--- src/rtl/adder_reduce_sched_pkg.sv ---
// adder_sched_pkg: shared state encoding, default width and counter sizing for adder_reduce_sched.
// Revision: 1.0
`default_nettype none

package adder_sched_pkg;

    localparam int WIDTH_DEF = 26;

    typedef enum logic [1:0] {
        IDLE  = 2'd0,
        ACCUM = 2'd1,
        DONE  = 2'd2
    } state_t;

    // Counters must be able to hold N_OPS itself, not just N_OPS-1.
    function automatic int cnt_width(input int n);
        return (n < 1) ? 1 : $clog2(n + 1);
    endfunction

endpackage

`default_nettype wire

--- src/rtl/adder_reduce_sched_if.sv ---
// adder_reduce_sched_if: operand stream, shared-adder port and result signals of adder_reduce_sched.
// Revision: 1.0
`default_nettype none

interface adder_reduce_sched_if
    import adder_sched_pkg::*;
#(
    parameter int WIDTH = WIDTH_DEF
) ();

    logic             start;
    logic [WIDTH-1:0] in_data;
    logic             in_valid;
    logic             in_ready;
    logic [WIDTH-1:0] add_a;
    logic [WIDTH-1:0] add_b;
    logic             add_issue;
    logic [WIDTH-1:0] add_res;
    logic [WIDTH-1:0] sum_out;
    logic             sum_valid;
    logic             busy;
    logic             ovf;

    modport master (
        input  start, in_data, in_valid, add_res,
        output in_ready, add_a, add_b, add_issue, sum_out, sum_valid, busy, ovf
    );

    modport slave (
        output start, in_data, in_valid, add_res,
        input  in_ready, add_a, add_b, add_issue, sum_out, sum_valid, busy, ovf
    );

endinterface

`default_nettype wire

--- src/rtl/adder_reduce_sched_retire_pipe.sv ---
// add_retire_pipe: RET_LAT-deep valid shift register tracking adds in flight in the shared adder.
// With ADDER_SCHED_OVF_EN defined it also delays the two operand sign bits. Revision: 1.0
`default_nettype none

module add_retire_pipe #(
    parameter int RET_LAT = 1
) (
    input  wire logic clk,
    input  wire logic i_rst_n,
    input  wire logic i_push,
`ifdef ADDER_SCHED_OVF_EN
    input  wire logic i_sign_a,
    input  wire logic i_sign_b,
    output logic      o_sign_a,
    output logic      o_sign_b,
`endif
    output logic      o_pop,
    output logic      o_pending
);

`ifdef ADDER_SCHED_OVF_EN
    localparam int C_SW = 3;
    logic [C_SW-1:0] w_stage_in;
    assign w_stage_in = {i_push, i_sign_a, i_sign_b};
`else
    localparam int C_SW = 1;
    logic [C_SW-1:0] w_stage_in;
    assign w_stage_in = i_push;
`endif

    logic [C_SW-1:0] r_stage [RET_LAT];

    always_ff @(posedge clk or negedge i_rst_n) begin
        if (!i_rst_n) begin
            for (int i = 0; i < RET_LAT; i++) r_stage[i] <= '0;
        end else begin
            r_stage[0] <= w_stage_in;
            for (int i = 1; i < RET_LAT; i++) r_stage[i] <= r_stage[i-1];
        end
    end

    // Pending = adds still travelling that do not retire this cycle.
    generate
        if (RET_LAT == 1) begin : g_single
            assign o_pending = 1'b0;
        end else begin : g_deep
            logic [RET_LAT-2:0] w_vld;
            for (genvar g = 0; g < RET_LAT - 1; g++) begin : g_vld
                assign w_vld[g] = r_stage[g][C_SW-1];
            end
            assign o_pending = |w_vld;
        end
    endgenerate

    assign o_pop = r_stage[RET_LAT-1][C_SW-1];

`ifdef ADDER_SCHED_OVF_EN
    assign o_sign_a = r_stage[RET_LAT-1][1];
    assign o_sign_b = r_stage[RET_LAT-1][0];
`endif

endmodule

`default_nettype wire

--- src/rtl/adder_reduce_sched.sv ---
// adder_reduce_sched: reduces N_OPS streamed operands to one sum through a single shared pipelined adder.
// Optional sticky overflow detection under macro ADDER_SCHED_OVF_EN. Revision: 1.0
`default_nettype none

module adder_reduce_sched
    import adder_sched_pkg::*;
#(
    parameter int WIDTH   = WIDTH_DEF,
    parameter int N_OPS   = 98,
    parameter int RET_LAT = 1
) (
    input  wire logic            clk,
    input  wire logic            GlobalReset,
    adder_reduce_sched_if.master bus
);

    localparam int            C_CW       = cnt_width(N_OPS);
    localparam logic [C_CW-1:0] C_N_OPS    = C_CW'(N_OPS);
    localparam logic [C_CW-1:0] C_LAST_ADD = C_CW'(N_OPS - 1);

    state_t            r_state;
    state_t            w_state_nxt;
    logic [WIDTH-1:0]  r_h;
    logic              r_h_vld;
    logic [WIDTH-1:0]  r_add_a;
    logic [WIDTH-1:0]  r_add_b;
    logic              r_add_issue;
    logic [WIDTH-1:0]  r_sum;
    logic [C_CW-1:0]   r_acc;
    logic [C_CW-1:0]   r_adds;

    logic              w_accum;
    logic              w_in_ready;
    logic              w_take;
    logic              w_start_ok;
    logic              w_pop;
    logic              w_pending;
    logic              w_do_add;
    logic              w_final;
    logic [WIDTH-1:0]  w_a;
    logic [WIDTH-1:0]  w_b;
    logic [WIDTH-1:0]  w_h_nxt;
    logic              w_h_vld_nxt;

    assign w_accum    = (r_state == ACCUM);
    assign w_in_ready = w_accum && (r_acc != C_N_OPS);
    assign w_take     = w_in_ready && bus.in_valid;
    assign w_start_ok = (r_state == IDLE) && bus.start;

`ifdef ADDER_SCHED_OVF_EN
    logic w_sign_a;
    logic w_sign_b;
`endif

    add_retire_pipe #(
        .RET_LAT (RET_LAT)
    ) u_retire (
        .clk       (clk),
        .i_rst_n   (GlobalReset),
        .i_push    (r_add_issue),
`ifdef ADDER_SCHED_OVF_EN
        .i_sign_a  (r_add_a[WIDTH-1]),
        .i_sign_b  (r_add_b[WIDTH-1]),
        .o_sign_a  (w_sign_a),
        .o_sign_b  (w_sign_b),
`endif
        .o_pop     (w_pop),
        .o_pending (w_pending)
    );

    // Pair priority R+H, R+I, H+I; a lone or leftover candidate parks in H.
    always_comb begin
        w_do_add    = 1'b0;
        w_a         = bus.add_res;
        w_b         = r_h;
        w_h_nxt     = r_h;
        w_h_vld_nxt = r_h_vld;
        if (w_accum) begin
            if (w_pop && r_h_vld) begin
                w_do_add    = 1'b1;
                w_a         = bus.add_res;
                w_b         = r_h;
                w_h_nxt     = bus.in_data;
                w_h_vld_nxt = w_take;
            end else if (w_pop && w_take) begin
                w_do_add    = 1'b1;
                w_a         = bus.add_res;
                w_b         = bus.in_data;
                w_h_vld_nxt = 1'b0;
            end else if (r_h_vld && w_take) begin
                w_do_add    = 1'b1;
                w_a         = r_h;
                w_b         = bus.in_data;
                w_h_vld_nxt = 1'b0;
            end else if (w_pop) begin
                w_h_nxt     = bus.add_res;
                w_h_vld_nxt = 1'b1;
            end else if (w_take) begin
                w_h_nxt     = bus.in_data;
                w_h_vld_nxt = 1'b1;
            end
        end
    end

    // Once N_OPS-1 adds are decided, a quiet pipe leaves exactly one value: the sum.
    assign w_final = w_accum && (r_adds == C_LAST_ADD) && !w_do_add && !r_add_issue
                     && !w_pending && w_h_vld_nxt;

    always_ff @(posedge clk or negedge GlobalReset) begin
        if (!GlobalReset) r_state <= IDLE;
        else              r_state <= w_state_nxt;
    end

    always_comb begin
        w_state_nxt = r_state;
        case (r_state)
            IDLE:    if (bus.start) w_state_nxt = ACCUM;
            ACCUM:   if (w_final)   w_state_nxt = DONE;
            DONE:    w_state_nxt = IDLE;
            default: w_state_nxt = IDLE;
        endcase
    end

    always_ff @(posedge clk or negedge GlobalReset) begin
        if (!GlobalReset) begin
            r_h         <= '0;
            r_h_vld     <= 1'b0;
            r_add_a     <= '0;
            r_add_b     <= '0;
            r_add_issue <= 1'b0;
            r_sum       <= '0;
            r_acc       <= '0;
            r_adds      <= '0;
        end else begin
            r_add_issue <= w_do_add;
            if (w_do_add) begin
                r_add_a <= w_a;
                r_add_b <= w_b;
            end
            if (w_start_ok) begin
                r_acc   <= '0;
                r_adds  <= '0;
                r_h_vld <= 1'b0;
            end else begin
                if (w_take)   r_acc  <= r_acc + C_CW'(1);
                if (w_do_add) r_adds <= r_adds + C_CW'(1);
                r_h     <= w_h_nxt;
                r_h_vld <= w_h_vld_nxt;
            end
            if (w_final) r_sum <= w_h_nxt;
        end
    end

`ifdef ADDER_SCHED_OVF_EN
    logic r_ovf;

    always_ff @(posedge clk or negedge GlobalReset) begin
        if (!GlobalReset) begin
            r_ovf <= 1'b0;
        end else if (w_start_ok) begin
            r_ovf <= 1'b0;
        end else if (w_pop && (w_sign_a == w_sign_b) && (w_sign_a != bus.add_res[WIDTH-1])) begin
            r_ovf <= 1'b1;
        end
    end

    assign bus.ovf = r_ovf;
`else
    assign bus.ovf = 1'b0;
`endif

    assign bus.in_ready  = w_in_ready;
    assign bus.add_a     = r_add_a;
    assign bus.add_b     = r_add_b;
    assign bus.add_issue = r_add_issue;
    assign bus.sum_out   = r_sum;
    assign bus.sum_valid = (r_state == DONE);
    assign bus.busy      = (r_state != IDLE);

endmodule

`default_nettype wire
--- src/flat_wrapper.sv ---
// flat-port wrapper written by rule: the top's interface ports become plain ports
module adder_reduce_sched_flat import adder_sched_pkg::*;
#(
    parameter int WIDTH   = WIDTH_DEF,
    parameter int N_OPS   = 98,
    parameter int RET_LAT = 1
)
  (clk, GlobalReset, bus_start, bus_in_data, bus_in_valid, bus_add_res, bus_in_ready, bus_add_a, bus_add_b, bus_add_issue, bus_sum_out, bus_sum_valid, bus_busy, bus_ovf);
  adder_reduce_sched_if #(.WIDTH(WIDTH)) bus_i ();
  input  wire logic clk;
  input  wire logic GlobalReset;
  input wire logic [$bits(bus_i.start)-1:0] bus_start;
  input wire logic [$bits(bus_i.in_data)-1:0] bus_in_data;
  input wire logic [$bits(bus_i.in_valid)-1:0] bus_in_valid;
  input wire logic [$bits(bus_i.add_res)-1:0] bus_add_res;
  output wire logic [$bits(bus_i.in_ready)-1:0] bus_in_ready;
  output wire logic [$bits(bus_i.add_a)-1:0] bus_add_a;
  output wire logic [$bits(bus_i.add_b)-1:0] bus_add_b;
  output wire logic [$bits(bus_i.add_issue)-1:0] bus_add_issue;
  output wire logic [$bits(bus_i.sum_out)-1:0] bus_sum_out;
  output wire logic [$bits(bus_i.sum_valid)-1:0] bus_sum_valid;
  output wire logic [$bits(bus_i.busy)-1:0] bus_busy;
  output wire logic [$bits(bus_i.ovf)-1:0] bus_ovf;
  assign bus_i.start = bus_start;
  assign bus_i.in_data = bus_in_data;
  assign bus_i.in_valid = bus_in_valid;
  assign bus_i.add_res = bus_add_res;
  assign bus_in_ready = bus_i.in_ready;
  assign bus_add_a = bus_i.add_a;
  assign bus_add_b = bus_i.add_b;
  assign bus_add_issue = bus_i.add_issue;
  assign bus_sum_out = bus_i.sum_out;
  assign bus_sum_valid = bus_i.sum_valid;
  assign bus_busy = bus_i.busy;
  assign bus_ovf = bus_i.ovf;
  adder_reduce_sched #(.WIDTH(WIDTH), .N_OPS(N_OPS), .RET_LAT(RET_LAT)) u_core (.clk(clk), .GlobalReset(GlobalReset), .bus(bus_i));
endmodule
--- config.mk ---
export PLATFORM = sky130hd
export DESIGN_NAME = adder_reduce_sched_flat
export DESIGN_NICKNAME = d
export VERILOG_FILES = /design/src/rtl/adder_reduce_sched_pkg.sv /design/src/rtl/adder_reduce_sched_if.sv /design/src/rtl/adder_reduce_sched_retire_pipe.sv /design/src/rtl/adder_reduce_sched.sv /design/src/flat_wrapper.sv
export SDC_FILE = /design/constraint.sdc
export NUM_CORES = 1
export LEC_CHECK = 0
export CAP_MARGIN = 20
export CORE_ASPECT_RATIO = 0.9
export CORE_MARGIN = 3
export CORE_UTILIZATION = 35
export DETAILED_ROUTE_END_ITERATION = 8
export HOLD_SLACK_MARGIN = 0.06
export PLACE_DENSITY = 0.68
export SLEW_MARGIN = 25
export SYNTH_ARGS = -nofsm -noshare
export SYNTH_HDL_FRONTEND = slang
export SYNTH_SLANG_ARGS = --single-unit
--- constraint.sdc ---
create_clock -name clk -period 3.4 [get_ports clk]
set_input_delay 0.85 -clock clk [delete_from_list [all_inputs] [get_ports clk]]
set_output_delay 0.85 -clock clk [all_outputs]
set_load 0.03 [all_outputs]
### Yosys cells after proc, flatten, opt, wreduce, memory -nomap -nowiden

Cells that the tools add are included.

| operators by class | value |
|---|---|
| reductions and logical operators | 17 |
| muxes and demuxes | 32 |
| equal/unequal tests | 6 |
| add/sub/neg operators | 2 |

Operators by type and width:

| operator | number |
|---|---|
| $mux W26 | 14 |
| $mux W7 | 4 |
| $add A7 B1 Y7 const B | 2 |
| $mux W1 | 11 |
| $logic_and A1 B1 Y1 | 10 |
| $eq A7 B7 Y1 const B | 1 |
| $ne A7 B7 Y1 const B | 1 |
| $reduce_bool A2 Y1 | 3 |
| $mux W2 | 2 |
| $ne A2 B2 Y1 const B | 2 |
| $pmux W2 S2 | 1 |
| $eq A2 B1 Y1 const B | 1 |
| $eq A2 B2 Y1 const B | 1 |
| $logic_not A1 Y1 | 2 |
| $logic_not A2 Y1 | 1 |
| $reduce_and A2 Y1 | 1 |

| storage, ports and cells | value |
|---|---|
| bits of input ports | 56 |
| register bits | 123 |
| output and inout bits | 83 |
| word-level logic and storage cells | 67 |

### Logic depth before layout (Yosys ltp)

Gate-level depths: netlist (run 1).

| logic depth | value |
|---|---|
| word-level depth | 14 |
| mapped depth | 14 |
| depth with buffers taken out | 12 |

### Hierarchy

Synthesis (run 1) repeated with hierarchy kept, for this count alone.

| unflattened totals | value |
|---|---|
| cell total of the unflattened synthesis | 674 |
| area, all modules | 6462.4 µm² |

By module, submodules not included:

| module | instances | cells an instance | area an instance (µm²) | sequential area each (µm²) |
|---|---|---|---|---|
| adder_reduce_sched | 1 | 671 | 6426.2 | 3052.9 |
| add_retire_pipe | 1 | 3 | 36.3 | 25.0 |

### Least setup slack after synthesis (run 1)

Ideal clock, no wire load.

| timing | value |
|---|---|
| kind | input to register |
| start | input bus_in_valid |
| end | register u_core.r_sum[0] (netlist: u_core.bus.sum_out[0]) |
| library setup time | 125 ps |
| stages on the path | 10 |
| setup slack | 412 ps |
| path buffers | 2 |
| arrival | 2864 ps |
| required time | 3275 ps |
| cell sequence | and3b_1 > buf_2 > o21ai_4 > inv_2 > buf_2 > fa_1 > nor4bb_1 > nand4_1 > clkinv_1 > mux2_2 |

| on the way | value |
|---|---|
| longest elaborated chain between the ends | 10 |
| elaborated cells between the ends (all ways) | 23 |
| those cells by class | mux: 16; reduce/logical: 7 |

RTL lines:

| what | line | text |
|---|---|---|
| from (decl) | flat_wrapper.sv:14 | `input wire logic [$bits(bus_i.in_valid)-1:0] bus_in_valid;` |
| $logic_and A1 B1 Y1 * | adder_reduce_sched.sv:47 | `assign w_take = w_in_ready && bus.in_valid;` |
| $logic_and A1 B1 Y1 | adder_reduce_sched.sv:90 | `end else if (r_h_vld && w_take) begin` |
| $mux W1 | adder_reduce_sched.sv:90 |  |
| $mux W1 | adder_reduce_sched.sv:85 | `end else if (w_pop && w_take) begin` |
| $mux W1 | adder_reduce_sched.sv:79 | `if (w_pop && r_h_vld) begin` |
| $mux W1 | adder_reduce_sched.sv:78 | `if (w_accum) begin` |
| $logic_not A1 Y1 | adder_reduce_sched.sv:106 | `assign w_final = w_accum && (r_adds == C_LAST_ADD) && !w_do_add && !r_add_issue` |
| $logic_and A1 B1 Y1 (2 in a row) | adder_reduce_sched.sv:106 |  |
| $logic_and A1 B1 Y1 | adder_reduce_sched.sv:107 | `&& !w_pending && w_h_vld_nxt;` |
| to (signal assigned) | adder_reduce_sched.sv:150 | `if (w_final) r_sum <= w_h_nxt;` |
| to (decl) | adder_reduce_sched.sv:28 | `logic [WIDTH-1:0] r_sum;` |

Mark *: on every way between the ends. The rest lies on a longest branch, timed or not.
A chain may end at the register's enable or synchronous reset.

### Worst setup path in the final report (run 1)

| timing | value |
|---|---|
| start | input bus_in_valid |
| end | register u_core.r_sum[4] (netlist: u_core.bus.sum_out[4]) |

Same word-level chain as after synthesis.

==> run_results.csv, run 1 <==
group,metric,value,unit
outcome,status,"finished clean",
hold_path,min_path_type,"in2async",
critical_path,endpoint_kind,"flip-flop",
yosys,syn_inst,684,
job,maxCapViolations,0,
clock_tree,clk_pin_slew,50,ps
yosys,synthFlopType,"dfrtp_1",
cells_and_area,final_common_cell,"clkdlybuf4s50_1",
routing,drtPass1Iterations,5,
yosys,synth_warnings,0,
floorplanning,die_w,149,um
critical_path,arrival,3190,ps
clock_tree,cts_tree,"done",
critical_path,r2r-start,"u_core.r_acc[0]",
power_and_ir_drop,leakagePower,3.63,nW
sta,layout_min_cycle_time,2900,ps
placement,portBuffers,137,
critical_path,crit_chain,"clkdlybuf4s50_1, and3b_1, o21ai_4, inv_2, fa_1, nor4bb_1, nand4_1, clkinv_1, mux2_2",
global_route,overflow,0,
yosys,ys_types,57,
clock_tree,clock-sinks,123,
sta,hold_violations,0,
power_and_ir_drop,p_per_area,973,mW/mm^2
global_route,grt_pass1_vias,5647,
routing,routed_via_density,5.37,
yosys,async_flop_share,100,%
sta,fin_skew,9.11,ps
power_and_ir_drop,vdd_drop_max,588,uV
clock_tree,cts_setup_buffers,0,
cells_and_area,fill_cells,1673,
sta,rsz0062_at_grt,"no",
routing,wire_per_inst,18.2,um
sta,fin_crit_sh,85.2,%
critical_path,cp.required,3700,ps
critical_path,r2r-end,"u_core.bus.sum_out[4]",
yosys,ys_seq_area_share,47.6,%
clock_tree,h-tree-depth,4,
global_route,grt_max_degree,62,
yosys,syn-num-nets,745,
cells_and_area,fin_util,49.5,%
global_route,antenna_found_initial,0,
critical_path,worst_setup_path_start_kind,"input port",
yosys,synth_area,0.00646,mm^2
global_route,gr-usage-all-layers,19.6,%
sta,fin_tns_setup,0,ps
cells_and_area,diodes,0,
yosys,ys_seq_elements,123,
floorplanning,design.die.area,0.0201,mm^2
critical_path,max_stage_delay,500,ps
clock_tree,clockBufferDepth,2,
floorplanning,io_pins,139,
clock_tree,hold_buffers,0,
sta,max_freq,345,MHz
routing,postRouteAntennaNets,0,
floorplanning,initial_core_util,36.2,%
yosys,avgSynthCellArea,9.45,um^2
routing,drtIter0Drc,398,
global_route,grt_pass1_wl,31.3,mm
sta,finalSetupViolCount,0,
placement,dp_hpwl,13.2,mm
cells_and_area,final_layout_size_suffix_gt1_share,10.5,%
sta,tightestPinTransition,946,ps
routing,via_count,5735,
cells_and_area,syn_to_final_growth,36.7,%
yosys,synth-edff-count,0,
sta,maxSlewViolCount,0,
clock_tree,numCtsBuffers,17,
cells_and_area,final_cell_mix,"clkdlybuf4s50_1, dfrtp_1, nand2_1",
sta,whs,433,ps
critical_path,worst-r2r-cell-count,10,
critical_path,reg2reg_setup_slack,550,ps
critical_path,cp_slowest_cell,"fa_1",
critical_path,crit_fanout,8,
floorplanning,chipHeight,135,um
floorplanning,core-area,0.0178,mm^2
clock_tree,clk_latency,420,ps
critical_path,worst-setup-path-type,"in2reg",
floorplanning,std_cell_rows,46,
placement,gp_congestion,0.841,
sta,timing.slew.headroom,36.6,%
routing,drt-total-wl,19.5,mm
cells_and_area,final_nets,875,
clock_tree,cts.repair.resized,0,
clock_tree,root_buffer,"clkbuf_16",
routing,drcViolationCount,0,
## cell type report
| cell class | instances | area, um^2 | share of cell area (%) |
|---|---|---|---|
| clock buffers | 21 | 480 | 5.44 |
| inverters | 12 | 45.0 | 0.510 |
| well taps | 240 | 300 | 3.40 |
| clock inverters | 11 | 213 | 2.41 |
| flip-flops and latches | 123 | 3080 | 34.9 |
| repair buffers | 165 | 1630 | 18.4 |
| multi-input cells | 495 | 3090 | 35.0 |
## synth_stat cells, drive strengths merged (2+ instances only)
master / n / area [um^2]
o31ai: 11 / 82.6
o21a: 5 / 37.5
nor2: 37 / 146
a21oi: 33 / 165
a21boi: 5 / 37.5
o21ai: 97 / 497
mux2i: 52 / 521
nand2: 111 / 417
nor2b: 3 / 18.8
ha: 4 / 50.1
mux2: 6 / 67.6
clkinv: 2 / 7.51
xnor2: 5 / 43.8
a211o: 9 / 78.8
or3: 5 / 31.3
dfrtp: 123 / 3080
nand3: 25 / 125
nand3b: 2 / 15.0
a2bb2oi: 5 / 43.8
and2: 3 / 18.8
xor2: 6 / 52.6
a2111oi: 9 / 78.8
clkbuf: 35 / 131
inv: 10 / 37.5
buf: 19 / 126
nand4: 3 / 18.8
a221oi: 16 / 171
nor3: 6 / 30.0
a211oi: 6 / 45.0
o32ai: 5 / 43.8
a31o: 9 / 78.8
## layer usage
layer  GRT usage [%]  up-vias  routed length (um)
li1                -     2730                   -
met1            27.7     2785                9060
met2            30.2      205                8980
met3            4.83       15                1240
met5               0        -                   0
met4            5.39        0                 183
## critical path, delay by kind of cell
kind / cells / cell delay (ps)
simple gates: 3 / 690
buf+inv: 3 / 720
mux: 1 / 360
compound gates: 1 / 70
fa+ha+maj: 1 / 500
## power breakdown
part / total, W / internal [W] / switching (W)
Sequential: 0.00255 / 0.00204 / 0.000512
Clock: 0.00213 / 0.00145 / 0.000676
Combinational: 0.00392 / 0.00163 / 0.00229
## worst max-delay path by stage
stage          slack, ps             from  cells after the start                     end
2_1_floorplan        410     bus_in_valid                     10   u_core.bus.sum_out[0]
4_1_cts              520     bus_in_valid                      9   u_core.bus.sum_out[4]
6_report             500     bus_in_valid                      9   u_core.bus.sum_out[4]
3_3_place_gp         200     bus_in_valid                      9  u_core.bus.sum_out[16]
3_5_place_dp         100     bus_in_valid                      9  u_core.bus.sum_out[16]
5_1_grt              300  u_core.r_acc[0]                     10   u_core.bus.sum_out[4]
## kinds of logic (layout without fill, tap and decap cells)
logic type      after synthesis  after routing  synth area share (%)
compound gates              215            215                  21.8
simple gates                205            205                  14.2
flops                       123            123                  47.6
buf+inv                      66            209                  4.69
mux                          58             58                  9.10
xor+xnor                     11             11                  1.49
fa+ha+maj                     5              5                  1.08
other cells                   1              1                0.0580
## state kept, by name, summed over array words and instances (netlist names)
name / flops
u_core.bus.add_a: 26
u_core.bus.add_b: 26
u_core.bus.add_issue: 1
u_core.bus.sum_out: 26
u_core.r_acc: 7
u_core.r_adds: 7
u_core.r_h: 26
u_core.r_h_vld: 1
u_core.r_state: 2
u_core.u_retire.o_pop: 1
## through the flow
stage | setup WS (ps) | cells | total power, W | area [um^2]
6_report | 505 | 1067 | 0.00860 | 8830
5_1_grt | 298 | 1067 | 0.00912 | 8830
4_1_cts | 520 | 1066 | 0.00862 | 8830
3_5_place_dp | 100 | 1034 | 0.00647 | 8130
3_3_place_gp | 200 | 1034 | 0.00639 | 8130
2_1_floorplan | 412 | 684 | 0.00507 | 6460
Note: power is estimated with default switching activity, not from simulation.
==> run 2: changes to the inputs <==
- ABC_AREA: default -> 1
- PLACE_DENSITY: 0.68 -> 0.67
==> run_results.csv, run 2 <==
group,metric,value,unit
clock_tree,numCtsBuffers,17,
yosys,ys_seq_area_share,44.8,%
cells_and_area,diodes,0,
clock_tree,hold_buffers,0,
yosys,syn_inst,900,
floorplanning,initial_core_util,36.5,%
sta,max_freq,317,MHz
critical_path,reg2reg_setup_slack,670,ps
cells_and_area,final_nets,1085,
sta,timing.slew.headroom,42.5,%
floorplanning,core-area,0.0188,mm^2
cells_and_area,final_layout_size_suffix_gt1_share,9.26,%
global_route,overflow,0,
critical_path,cp_top_family,"buffers and inverters",
clock_tree,root_buffer,"clkbuf_16",
yosys,ys_top_cells_by_area,"dfrtp_1, nand2_1, a21oi_1, inv_1, nand3_1",
yosys,async_flop_share,100,%
cells_and_area,final_common_cell,"nand2_1",
global_route,grt_pass1_vias,6457,
routing,wire_per_inst,16.8,um
critical_path,critPathMostFrequentCell,"inv_1",
power_and_ir_drop,vdd_drop_max,486,uV
clock_tree,clock-sinks,123,
yosys,yosys-top-cells-count,"nand2_1, dfrtp_1, inv_1",
global_route,grt_pass1_wl,34.9,mm
critical_path,cp.required,2550,ps
critical_path,cp_slowest_cell,"clkdlybuf4s50_1",
critical_path,worst-setup-path-type,"reg2out",
cells_and_area,final_cell_mix,"nand2_1, clkdlybuf4s50_1, dfrtp_1",
critical_path,worst-r2r-cell-count,14,
critical_path,arrival,2310,ps
yosys,synthFlopType,"dfrtp_1",
critical_path,max_stage_delay,690,ps
routing,via_count,6598,
placement,place_area,0.00843,mm^2
global_route,gr-usage-all-layers,20.4,%
routing,routed_via_density,5.15,
routing,drcViolationCount,0,
floorplanning,chipHeight,139,um
global_route,antenna_found_initial,1,
clock_tree,clk_latency,430,ps
critical_path,r2r-end,"u_core.bus.sum_out[21]",
sta,fin_skew,7.85,ps
critical_path,worst_setup_path_start_kind,"flip-flop",
clock_tree,cts_setup_buffers,0,
clock_tree,cts_tree,"done",
yosys,synth_largest_area_cell,"dfrtp_1",
floorplanning,std_cell_rows,47,
clock_tree,clockBufferDepth,2,
placement,portBuffers,137,
yosys,synth-edff-count,0,
sta,hold_violations,0,
floorplanning,die_w,154,um
cells_and_area,design_area,0.00900,mm^2
outcome,status,"finished clean",
power_and_ir_drop,p_per_area,1080,mW/mm^2
sta,fin_tns_setup,0,ps
yosys,synth_warnings,0,
global_route,grt_max_degree,63,
routing,postRouteAntennaNets,0,
yosys,synth_area,0.00687,mm^2
job,maxCapViolations,0,
hold_path,min_path_type,"in2async",
routing,drtIter0Drc,556,
critical_path,r2r-start,"u_core.r_acc[0]",
sta,maxSlewViolCount,0,
critical_path,cp.buffers_inverters,4,
sta,rsz0062_at_grt,"no",
placement,dp_hpwl,14.0,mm
yosys,synth.most_common_cell,"nand2_1",
yosys,ys_types,42,
critical_path,crit_chain,"inv_1, ha_1, nand2_1, inv_1, nand3_4, nand2_1, inv_1, clkdlybuf4s50_1",
clock_tree,clk_pin_slew,60,ps
floorplanning,io_pins,139,
placement,gp_congestion,0.825,
critical_path,setup.worst_path.start,"u_core.r_acc[0]",
yosys,avgSynthCellArea,7.64,um^2
sta,tightestPinTransition,861,ps
yosys,ys_seq_elements,123,
power_and_ir_drop,leakagePower,4.36,nW
yosys,syn-num-nets,961,
sta,finalSetupViolCount,0,
clock_tree,cts.repair.resized,0,
routing,drtPass1Iterations,6,
routing,drt-total-wl,21.6,mm
cells_and_area,syn_to_final_growth,31.0,%
critical_path,crit_fanout,10,
yosys,yosys.area.top_type_share,44.8,%
sta,fin_crit_sh,92.9,%
clock_tree,h-tree-depth,4,
sta,layout_min_cycle_time,3160,ps
floorplanning,design.die.area,0.0214,mm^2
critical_path,endpoint_kind,"primary output",
run 2: worst max-delay path by stage:
| stage | cells after the start | slack [ps] | end |
|---|---|---|---|
| after floorplan | 12 | 850 | u_core.bus.sum_out[16] |
| after global placement | 11 | 340 | u_core.r_adds[5] |
| after detailed placement | 10 | 290 | u_core.bus.sum_out[21] |
| after CTS | 8 | 190 | bus_in_ready |
| after global routing | 8 | 80 | bus_in_ready |
| final | 8 | 240 | bus_in_ready |
run 2: through the flow:
| step | cells | power, W | util, % | worst slack (ps) | hold WS (ps) |
|---|---|---|---|---|---|
| final | 1282 | 0.00970 | 47.8 | 241 | 400 |
| after global routing | 1282 | 0.0104 | 47.8 | 77.3 | 453 |
| after CTS | 1282 | 0.00972 | 47.8 | 192 | 428 |
| after detailed placement | 1250 | 0.00788 | 44.8 | 285 | 466 |
| after global placement | 1250 | 0.00780 | 44.8 | 337 | 465 |
| after floorplan | 900 | 0.00614 | - | 852 | 477 |
run 2: area by class of cell:
| type | count | area (um^2) |
|---|---|---|
| well taps | 245 | 307 |
| clock inverters | 13 | 125 |
| flip-flops and latches | 123 | 3080 |
| repair buffers | 161 | 1580 |
| multi-input cells | 643 | 3170 |
| fillers | 1825 | 9810 |
| inverters | 78 | 295 |
| clock buffers | 19 | 453 |
run 2: cells by family after synthesis:
logic type	after synthesis	synth area share, %
other cells	1	0.0546
flops	123	44.8
fa+ha+maj	5	1.02
buf+inv	134	9.12
simple gates	484	31.7
compound gates	153	13.3
run 2: routing by layer:
metal | GRT usage [%] | up-vias | wire (um)
met5 | 0 | - | 13
met4 | 6.37 | 2 | 341
met3 | 5.93 | 38 | 1830
met2 | 30.9 | 283 | 9620
met1 | 28.2 | 3087 | 9750
li1 | - | 3188 | -
run 2: worst reg2reg max path, stage by stage (launching register included):
cell and delay, ps:
dfrtp_1 420, inv_1 80, ha_1 140, nand2_1 40, inv_1 90, nand3_4 220
nand3_4 150, inv_4 40, fa_1 440, nand2_8 200, nand4_1 130, nor3_2 210
inv_2 280, nand2_1 140, nand2_1 70
run 2: report_power, final:
| part | internal [W] | switching [W] |
|---|---|---|
| Combinational | 0.00193 | 0.00331 |
| Clock | 0.00111 | 0.000688 |
| Sequential | 0.00212 | 0.000533 |
